`src/rtl/turbo_pkg.sv`:
```
// rtl/turbo_pkg.sv - shared defaults, packed word type and counter-width helper for the bit packer
package turbo_pkg;

  localparam int N_DEF     = 8;
  localparam int WORD_DEF  = 4;
  localparam int DEPTH_DEF = 4;
  localparam int NBW       = $clog2(WORD_DEF + 1);

  // FIFO entry for the default word width; the top builds the same layout for its own WORD
  typedef struct packed {
    logic             last;
    logic [NBW-1:0]   nbits;
    logic [WORD_DEF-1:0] data;
  } packed_word_t;

  // width of a counter running 0..n-1, never narrower than one bit
  function automatic int cnt_w(input int n);
    return (n > 1) ? $clog2(n) : 1;
  endfunction

endpackage

```
`src/rtl/turbo_bit_packer_if.sv`:
```
// rtl/turbo_bit_packer_if.sv - serial bit input and packed word ready/valid output bundle
interface turbo_bit_packer_if
  import turbo_pkg::*;
#(
  parameter int WORD = WORD_DEF
);
  localparam int NB = $clog2(WORD + 1);

  logic          in_valid;
  logic          single_x;
  logic          out_valid;
  logic          out_ready;
  logic [WORD-1:0] out_data;
  logic          out_last;
  logic [NB-1:0] out_nbits;

  // master drives the decoded bits and consumes words
  modport master (
    output in_valid, single_x, out_ready,
    input  out_valid, out_data, out_last, out_nbits
  );

  // slave is the packer itself
  modport slave (
    input  in_valid, single_x, out_ready,
    output out_valid, out_data, out_last, out_nbits
  );

endinterface

```
`src/rtl/turbo_bit_packer_fifo.sv`:
```
// rtl/turbo_bit_packer_fifo.sv - first-word-fall-through FIFO with wrap-bit pointers
module sync_fifo_fwft
  import turbo_pkg::*;
#(
  parameter type T     = packed_word_t,
  parameter int  DEPTH = DEPTH_DEF
) (
  input  logic clk,
  input  logic rst_n,
  input  logic push,
  input  T     din,
  output logic full,
  input  logic pop,
  output logic empty,
  output T     dout
);
  localparam int AW = $clog2(DEPTH);

  T             mem [DEPTH];
  logic [AW:0]  wr_ptr;
  logic [AW:0]  rd_ptr;
  logic         do_push;
  logic         do_pop;

  // occupancy flags from the wrap bit; a push is legal when full only if a pop frees a slot
  always_comb begin
    empty   = (wr_ptr == rd_ptr);
    full    = (wr_ptr[AW] != rd_ptr[AW]) && (wr_ptr[AW-1:0] == rd_ptr[AW-1:0]);
    do_pop  = pop && !empty;
    do_push = push && (!full || do_pop);
    dout    = mem[rd_ptr[AW-1:0]];
  end

  // storage and pointer update
  always_ff @(posedge clk or negedge rst_n) begin
    if (!rst_n) begin
      wr_ptr <= '0;
      rd_ptr <= '0;
      for (int i = 0; i < DEPTH; i++) mem[i] <= '0;
    end else begin
      if (do_push) begin
        mem[wr_ptr[AW-1:0]] <= din;
        wr_ptr              <= wr_ptr + (AW+1)'(1);
      end
      if (do_pop) rd_ptr <= rd_ptr + (AW+1)'(1);
    end
  end

endmodule

```
`src/rtl/turbo_bit_packer.sv`:
```
// rtl/turbo_bit_packer.sv - packs the serial decoded bit stream LSB-first into framed words
module turbo_bit_packer
  import turbo_pkg::*;
#(
  parameter int N     = N_DEF,
  parameter int WORD  = WORD_DEF,
  parameter int DEPTH = DEPTH_DEF
) (
  input  logic              clk,
  input  logic              rst_n,
  turbo_bit_packer_if.slave bus,
  output logic              overflow,
  output logic [15:0]       frames
);
  localparam int CW = cnt_w(WORD);
  localparam int BW = cnt_w(N);
  localparam int NB = $clog2(WORD + 1);

  typedef struct packed {
    logic            last;
    logic [NB-1:0]   nbits;
    logic [WORD-1:0] data;
  } word_t;

  logic [CW-1:0]   word_cnt;
  logic [BW-1:0]   bit_cnt;
  logic [WORD-1:0] shift_reg;
  logic [WORD-1:0] data_next;
  logic            frame_end;
  logic            word_end;
  logic            pop;
  logic            full;
  logic            empty;
  logic            accept;
  logic            drop;
  word_t           din;
  word_t           dout;

  // current bit merged into the partial word, word/frame completion and push outcome
  always_comb begin
    data_next           = shift_reg;
    data_next[word_cnt] = bus.single_x;
    frame_end = bus.in_valid && (bit_cnt == BW'(N - 1));
    word_end  = bus.in_valid && ((word_cnt == CW'(WORD - 1)) || (bit_cnt == BW'(N - 1)));
    pop       = !empty && bus.out_ready;
    accept    = word_end && (!full || pop);
    drop      = word_end && full && !pop;
    din.last  = frame_end;
    din.nbits = NB'(word_cnt) + NB'(1);
    din.data  = data_next;
  end

  sync_fifo_fwft #(
    .T     (word_t),
    .DEPTH (DEPTH)
  ) u_fifo (
    .clk   (clk),
    .rst_n (rst_n),
    .push  (word_end),
    .din   (din),
    .full  (full),
    .pop   (pop),
    .empty (empty),
    .dout  (dout)
  );

  // head word is shown only while valid so an idle output reads as zero
  always_comb begin
    bus.out_valid = !empty;
    bus.out_data  = empty ? '0 : dout.data;
    bus.out_last  = empty ? 1'b0 : dout.last;
    bus.out_nbits = empty ? '0 : dout.nbits;
  end

  // position counters and shift register advance on every valid bit, even when a word is dropped
  always_ff @(posedge clk or negedge rst_n) begin
    if (!rst_n) begin
      word_cnt  <= '0;
      bit_cnt   <= '0;
      shift_reg <= '0;
    end else if (bus.in_valid) begin
      bit_cnt <= frame_end ? '0 : bit_cnt + BW'(1);
      if (word_end) begin
        word_cnt  <= '0;
        shift_reg <= '0;
      end else begin
        word_cnt  <= word_cnt + CW'(1);
        shift_reg <= data_next;
      end
    end
  end

  // sticky overrun flag and count of frames whose last word was stored
  always_ff @(posedge clk or negedge rst_n) begin
    if (!rst_n) begin
      overflow <= 1'b0;
      frames   <= '0;
    end else begin
      if (drop) overflow <= 1'b1;
      if (accept && frame_end) frames <= frames + 16'd1;
    end
  end

endmodule

```
`src/flat_wrapper.sv`:
```
// flat-port wrapper written by rule: the top's interface ports become plain ports
module turbo_bit_packer_flat import turbo_pkg::*;
#(
  parameter int N     = N_DEF,
  parameter int WORD  = WORD_DEF,
  parameter int DEPTH = DEPTH_DEF
)
  (clk, rst_n, overflow, frames, bus_in_valid, bus_single_x, bus_out_ready, bus_out_valid, bus_out_data, bus_out_last, bus_out_nbits);
  turbo_bit_packer_if #(.WORD(WORD)) bus_i ();
  input  logic clk;
  input  logic rst_n;
  output logic overflow;
  output logic [15:0] frames;
  input wire logic [$bits(bus_i.in_valid)-1:0] bus_in_valid;
  input wire logic [$bits(bus_i.single_x)-1:0] bus_single_x;
  input wire logic [$bits(bus_i.out_ready)-1:0] bus_out_ready;
  output wire logic [$bits(bus_i.out_valid)-1:0] bus_out_valid;
  output wire logic [$bits(bus_i.out_data)-1:0] bus_out_data;
  output wire logic [$bits(bus_i.out_last)-1:0] bus_out_last;
  output wire logic [$bits(bus_i.out_nbits)-1:0] bus_out_nbits;
  assign bus_i.in_valid = bus_in_valid;
  assign bus_i.single_x = bus_single_x;
  assign bus_i.out_ready = bus_out_ready;
  assign bus_out_valid = bus_i.out_valid;
  assign bus_out_data = bus_i.out_data;
  assign bus_out_last = bus_i.out_last;
  assign bus_out_nbits = bus_i.out_nbits;
  turbo_bit_packer #(.N(N), .WORD(WORD), .DEPTH(DEPTH)) u_core (.clk(clk), .rst_n(rst_n), .bus(bus_i), .overflow(overflow), .frames(frames));
endmodule
```
`config.mk`:
```
export PLATFORM = sky130hd
export DESIGN_NAME = turbo_bit_packer_flat
export DESIGN_NICKNAME = d
export VERILOG_FILES = /design/src/rtl/turbo_pkg.sv /design/src/rtl/turbo_bit_packer_if.sv /design/src/rtl/turbo_bit_packer_fifo.sv /design/src/rtl/turbo_bit_packer.sv /design/src/flat_wrapper.sv
export SDC_FILE = /design/constraint.sdc
export NUM_CORES = 1
export LEC_CHECK = 0
export ABC_AREA = 1
export CORE_ASPECT_RATIO = 1.75
export CORE_MARGIN = 4
export CORE_UTILIZATION = 50
export DETAILED_ROUTE_END_ITERATION = 10
export PLACE_DENSITY = 0.76
export SYNTH_ARGS = -nofsm -noshare
export SYNTH_HDL_FRONTEND = slang
export SYNTH_SLANG_ARGS = --single-unit
```
`constraint.sdc`:
```
create_clock -name clk -period 3.1 [get_ports clk]
set_clock_uncertainty 0.1 [all_clocks]
set_input_delay 0.465 -clock clk [delete_from_list [all_inputs] [get_ports clk]]
set_output_delay 0.465 -clock clk [all_outputs]
set_load 0.1 [all_outputs]
```
==> impl_metrics.csv, run 1 <==
group,metric,value,unit
routing,vias,3095,
worst_setup_path,crit_fanout,18,
cts,clkSinkCount,64,
finish,most-common-layout-cells,"nand2_1 (163), dfrtp_1 (64), nand4_1 (37)",
synth,synth_xor_area_share,2.73,%
worst_setup_path,rr_endpoint,"u_core.frames[10]",
global_route,grt_overflow,0,
finish,postLayoutCoreUtil,60.7,%
synth,synth_top_family_by_area,"simple AND/OR/NAND/NOR gates",
worst_setup_path,worstSetupStartpointType,"flip-flop",
routing,ant_nets,0,
floorplanning,die_h,119,um
sta,rsz0062_at_grt,"no",
power,clkPwrFrac,19.8,%
worst_setup_path,path_cells,"inv_4 > nand2_2 > nand2_2 > nor2_4 > nand2_1 > nand2_1 > inv_1 > buf_12",
worst_setup_path,regToRegSetupSlack,0.75,ns
cts,root_buffer,"clkbuf_16",
sta,hold_viol_final,0,
power,intPower,2.60,mW
worst_hold_path,worstHoldPathType,"flip-flop to flip-flop",
cts,h-tree-depth,3,
sta,max_freq,376,MHz
power,seqPwrFrac,25.8,%
synth,synth-simple-area-share,32.8,%
floorplanning,coreArea,6860,um2
sta,setup_violations,0,
floorplanning,die_area,8520,um2
worst_hold_path,whs_path_depth,2,
sta,slew_viol_final,0,
placement,port_buffers,30,
power,vdd_drop_max,596,uV
routing,initialDrtViolationCount,226,
worst_setup_path,cp.arrival,2.09,ns
synth,synthMuxAreaShare,0,%
worst_setup_path,r2r_start,"u_core.u_fifo.rd_ptr[0]",
routing,routed_via_density,5.51,
power,leakage,2.14,nW
global_route,grt_usage,21.2,%
global_route,grt_pass1_vias,2937,
synth,netlist_area,3530,um2
flow_run,drv_cap,0,
power,powerDensity,1220,nW/um2
synth,synth.avg_cell_area,7.92,um2
sta,max-slew-margin-rel,54.1,%
cts,insertion_delay,0.33,ns
cts,clkTransAtPathRegs,0.05,ns
floorplanning,fp-row-count,40,
worst_setup_path,critPathMaxStageDelay,0.61,ns
floorplanning,die_x,71.5,um
floorplanning,initial_core_util,51.5,%
cts,cts_hold_buf,1,
finish,drive_gt1_share,14.9,%
sta,finalCritPeriodShare,85.7,%
routing,remaining_drc_errors,0,
status,status,"complete, no violations",
finish,largest_register_ffs,32,
power,combPwrFrac,54.4,%
power,p_switching,2.48,mW
placement,post-dp-hpwl,5890,um
sta,finalSetupTns,0,ns
finish,multi_input_area,1650,um2
cts,cts.repair.resized,0,
worst_setup_path,criticalPathCategory,"flip-flop to output pin",
cts,cts_made_buffers,9,
sta,period_minus_slack,2.66,ns
sta,worst_slew_pin_slew,0.682,ns
finish,seqCellArea,1600,um2
placement,routabilityCongestion,0.835,
finish,final_common_cell,"nand2_1",
placement,placed_cells,545,
cts,cts_max_path_buffers,2,
finish,n_fill_cell,597,
global_route,grt_pass1_wl,14200,um
synth,synth_fp_nets,463,
synth,yosys_warnings,0,
synth,synth-compound-area-share,6.80,%
routing,routed_wl,8240,um
synth,ys_seq_elements,64,
worst_setup_path,worst_path_max_delay_cell,"dfrtp_1",
sta,worst_slack,0.442,ns
cts,cts_tree,"built",
synth,syn-instance-count,446,
global_route,antenna_found_initial,0,
sta,worst_hold_slack,0.363,ns
cts,post_cts_buffers,0,
routing,dr.pass1.iters,5,
power,p_sw_share,48.8,%
worst_setup_path,rr_worst_depth,9,
worst_setup_path,cp-end-kind,"output pin",
worst_hold_path,hold_path_end,"u_core.u_fifo.mem[15]",
finish,fin_cells,562,
synth,synthDistinctLibCells,27,
synth,synthAdderAreaFrac,4.25,%
finish,area_delta_synth_final,17.9,%
synth,synth.yosys.seq_area_share,45.4,%
worst_hold_path,hp-start,"u_core.u_fifo.mem[15]",
floorplanning,ios,31,
global_route,grt_max_degree,42,
routing,post_drt_wl_per_cell,14.7,um
worst_setup_path,cp.required,2.53,ns
finish,diodes,0,
placement,pre_cts_ws,0.663,ns
finish,nets,490,
[cells by family (layout without fill, tap and decap cells)]
family                     Yosys count  count (layout)
AOI/OAI and AO/OA                   44              44
buffers and inverters               54              86
xor gates and xnor gates            11              11
and+or+nand+nor                    261             261
adders and majority gates           12              12
DFF                                 64              64
[layout make-up]
cell class | count | area share, %
multi-input cells | 328 | 39.5
flip-flops and latches | 64 | 38.5
repair buffers | 37 | 9.25
clock buffers | 13 | 6.25
inverters | 33 | 3.03
well taps | 84 | 2.52
clock inverters | 3 | 0.962
[power groups by stage]
stage | Clock, mW | Sequential, mW | Combinational, mW
after detailed placement | 0 | 1.31 | 2.77
after global placement | 0 | 1.30 | 2.72
after global routing | 1.07 | 1.35 | 2.98
after CTS | 1.03 | 1.31 | 2.78
after floorplan | 0 | 1.44 | 1.86
final | 1.01 | 1.31 | 2.77
[per-stage QoR]
| stage | area [um2] | power [mW] |
|---|---|---|
| after floorplan | 3530 | 3.30 |
| after global placement | 3850 | 4.02 |
| after detailed placement | 3850 | 4.08 |
| after CTS | 4160 | 5.11 |
| after global routing | 4160 | 5.39 |
| final | 4160 | 5.09 |
[Yosys cell counts]
| cell type | number | share of area [%] |
|---|---|---|
| nor2_4 | 1 | 0.32 |
| a21oi_1 | 2 | 0.28 |
| nor2_2 | 1 | 0.18 |
| dfrtp_1 | 64 | 45 |
| nand3_2 | 1 | 0.28 |
| nor2_1 | 29 | 3.1 |
| o21ai_0 | 32 | 4.5 |
| inv_1 | 29 | 3.1 |
| buf_12 | 1 | 0.57 |
| nand3_1 | 12 | 1.7 |
| nand4_1 | 37 | 6.6 |
| buf_6 | 6 | 1.9 |
| inv_2 | 3 | 0.32 |
| o22ai_1 | 8 | 1.4 |
| inv_4 | 1 | 0.18 |
| nand2_4 | 2 | 0.64 |
| ha_1 | 12 | 4.3 |
| o21bai_2 | 1 | 0.32 |
| nand3b_1 | 2 | 0.43 |
| o21ai_2 | 1 | 0.25 |
| buf_2 | 5 | 0.71 |
| nand2_2 | 13 | 2.3 |
| clkbuf_1 | 6 | 0.64 |
| nand2_1 | 163 | 17 |
| buf_4 | 3 | 0.64 |
| xnor2_1 | 8 | 2.0 |
| xor2_1 | 3 | 0.74 |
[worst max path at each step]
stage                                        from                 to  depth (start not counted)
final                     u_core.u_fifo.rd_ptr[0]   bus_out_nbits[1]                          8
after global routing      u_core.u_fifo.rd_ptr[0]   bus_out_nbits[0]                          8
after CTS                 u_core.u_fifo.rd_ptr[0]       bus_out_last                          8
after detailed placement             bus_in_valid  u_core.frames[10]                          7
after global placement               bus_in_valid  u_core.frames[10]                          7
after floorplan           u_core.u_fifo.rd_ptr[0]    bus_out_data[0]                          9
[routing by layer]
layer / vias to the layer above / global-route usage [%] / wire [um]
li1: 1506 / - / -
met3: 15 / 4.14 / 365
met5: - / 0 / 0
met4: 0 / 9.18 / 186
met2: 93 / 37.0 / 4420
met1: 1481 / 24.7 / 3270
[critical path: cells and delay by family (launching register included)]
family	cells	cell delay [ns]
buffers and inverters	3	0.42
DFF	1	0.61
and+or+nand+nor	5	0.72
(Power assumes the default switching activity.)
==> inputs of run 2 (changes only) <==
--- a/config.mk
+++ b/config.mk
@@ -7,7 +7,7 @@
 export LEC_CHECK = 0
 export ABC_AREA = 1
 export CORE_ASPECT_RATIO = 1.75
-export CORE_MARGIN = 4
+export CORE_MARGIN = 2
 export CORE_UTILIZATION = 50
 export DETAILED_ROUTE_END_ITERATION = 10
 export PLACE_DENSITY = 0.76
==> run 2 against run 1 <==
  * Count of clock-buffer cells in the layout stayed put
  * Clock power hardly changed
  * Non-clock buffer count is 2 lower
  * Cell count is 0.36% lower
  * Sequential power hardly changed
  * Routed wire length is 1.1% lower
  * Sequential share of layout area hardly changed
  * Register-to-register slack better by 0.05 ns
  * Via count is 3.0% lower
  * Fmax hardly changed
==> impl_metrics.csv, run 2 (synthesis gave the netlist of run 1 again) <==
group,metric,value,unit
worst_setup_path,rr_endpoint,"u_core.u_fifo.mem[31]",
placement,routabilityCongestion,0.846,
power,p_switching,2.50,mW
sta,worst_slew_pin_slew,0.762,ns
routing,dr.pass1.iters,4,
routing,initialDrtViolationCount,175,
routing,routed_via_density,5.36,
cts,post_cts_buffers,0,
power,powerDensity,1230,nW/um2
worst_setup_path,r2r_start,"u_core.u_fifo.rd_ptr[0]",
global_route,grt_max_degree,34,
floorplanning,initial_core_util,51.5,%
worst_setup_path,cp-startpoint,"u_core.u_fifo.rd_ptr[1]",
sta,hold_viol_final,0,
floorplanning,ios,31,
power,vdd_drop_max,613,uV
power,combPwrFrac,54.1,%
cts,clkSinkCount,64,
floorplanning,die_area,7780,um2
sta,setup_violations,0,
power,seqPwrFrac,26.0,%
sta,finalCritPeriodShare,85.8,%
worst_setup_path,cp.required,2.53,ns
cts,cts.repair.resized,0,
worst_setup_path,critPathCapture,"bus_out_data[2]",
power,leakage,2.14,nW
sta,slew_viol_final,0,
finish,final_common_cell,"nand2_1",
floorplanning,die_x,67.5,um
floorplanning,die_h,115,um
placement,post-dp-hpwl,5890,um
worst_setup_path,regToRegSetupSlack,0.80,ns
finish,multi_input_area,1650,um2
worst_setup_path,cp-end-kind,"output pin",
worst_setup_path,cp.depth,8,
cts,insertion_delay,0.33,ns
worst_setup_path,critPathMaxStageDelay,0.57,ns
status,status,"complete, no violations",
finish,fin_area,4160,um2
flow_run,drv_cap,0,
finish,n_fill_cell,591,
worst_setup_path,crit_fanout,12,
routing,remaining_drc_errors,0,
worst_setup_path,worstSetupStartpointType,"flip-flop",
global_route,grt_usage,24.0,%
worst_setup_path,rr_worst_depth,9,
placement,dpl_cell_area,3860,um2
placement,port_buffers,30,
routing,routed_wl,8160,um
worst_setup_path,crit_top_cell,"nand2_1",
sta,finalSetupTns,0,ns
global_route,grt_pass1_vias,2959,
worst_setup_path,cp_top_family,"simple AND/OR/NAND/NOR gates",
cts,clkTransAtPathRegs,0.05,ns
sta,rsz0062_at_grt,"no",
finish,seqCellArea,1600,um2
cts,root_buffer,"clkbuf_16",
cts,cts_made_buffers,9,
cts,cts_max_path_buffers,2,
global_route,antenna_found_initial,0,
worst_setup_path,criticalPathCategory,"flip-flop to output pin",
power,intPower,2.60,mW
power,p_sw_share,49.0,%
routing,post_drt_wl_per_cell,14.6,um
global_route,grt_overflow,0,
worst_setup_path,path_cells,"inv_2 > nand2_1 > nand2_2 > nor2_4 > nand2_1 > nand2_1 > inv_1 > buf_12",
power,clkPwrFrac,19.9,%
floorplanning,fp-row-count,40,
cts,cts_hold_buf,0,
finish,most-common-layout-cells,"nand2_1 (163), dfrtp_1 (64), nand4_1 (37)",
finish,diodes,0,
global_route,grt_pass1_wl,14000,um
finish,largest_register_ffs,32,
worst_setup_path,worst_path_max_delay_cell,"dfrtp_1",
cts,h-tree-depth,3,
routing,ant_nets,0,
finish,drive_gt1_share,14.7,%
routing,vias,3003,
finish,area_delta_synth_final,17.8,%
sta,max_freq,376,MHz
floorplanning,coreArea,6860,um2
worst_setup_path,cp.arrival,2.09,ns
worst_setup_path,cp_num_buf_inv,3,
worst_hold_path,worstHoldPathType,"input pin to asynchronous set/reset pin",
sta,max-slew-margin-rel,49.2,%
cts,cts_tree,"built",
finish,nets,488,
sta,period_minus_slack,2.66,ns
## run 2: worst min-delay path by stage
stage / start / to / cells past startpoint
floorplan: rst_n / u_core.bit_cnt[0] / 0
global placement: u_core.u_fifo.mem[8] / u_core.u_fifo.mem[8] / 2
detailed placement: u_core.u_fifo.mem[17] / u_core.u_fifo.mem[17] / 2
CTS: rst_n / u_core.u_fifo.wr_ptr[2] / 1
global route: rst_n / u_core.u_fifo.wr_ptr[2] / 1
finish: rst_n / u_core.u_fifo.wr_ptr[2] / 1
## run 2: cell type report
class | instances | area share, %
Multi-Input combinational cell | 328 | 39.6
Clock inverter | 3 | 0.963
Sequential cell | 64 | 38.5
Timing Repair Buffer | 35 | 9.15
Inverter | 33 | 3.04
Tap cell | 84 | 2.53
Clock buffer | 13 | 6.26
## run 2: stage by stage
step,hold slack (ns),std cells,power (mW),setup slack [ns],util [%]
finish,0.106,560,5.10,0.441,60.7
global route,0.156,560,5.40,0.304,60.7
CTS,0.115,560,5.12,0.423,60.7
detailed placement,0.354,544,4.09,0.646,56.3
global placement,0.353,544,4.05,0.640,56.3
floorplan,0.0694,446,3.30,0.527,-
## run 2: power by group through the flow
stage	sequential (mW)	clock [mW]	combinational [mW]
floorplan	1.44	0	1.86
global placement	1.32	0	2.73
detailed placement	1.33	0	2.76
CTS	1.32	1.02	2.78
global route	1.35	1.06	2.98
finish	1.32	1.01	2.76
## run 2: routing by layer
metal | track usage [%] | part of all wire [%] | vias up
met5 | 0 | 0 | -
li1 | - | - | 1496
met2 | 41.2 | 54 | 71
met4 | 11.3 | 2.6 | 0
met1 | 27.9 | 40 | 1417
met3 | 4.79 | 3.3 | 19
## run 2: worst reg2reg max path, delay by kind of cell (launching register included)
kind | cells | cell delay (ns)
and+or+nand+nor | 7 | 0.93
DFF | 1 | 0.61
buffers and inverters | 2 | 0.55
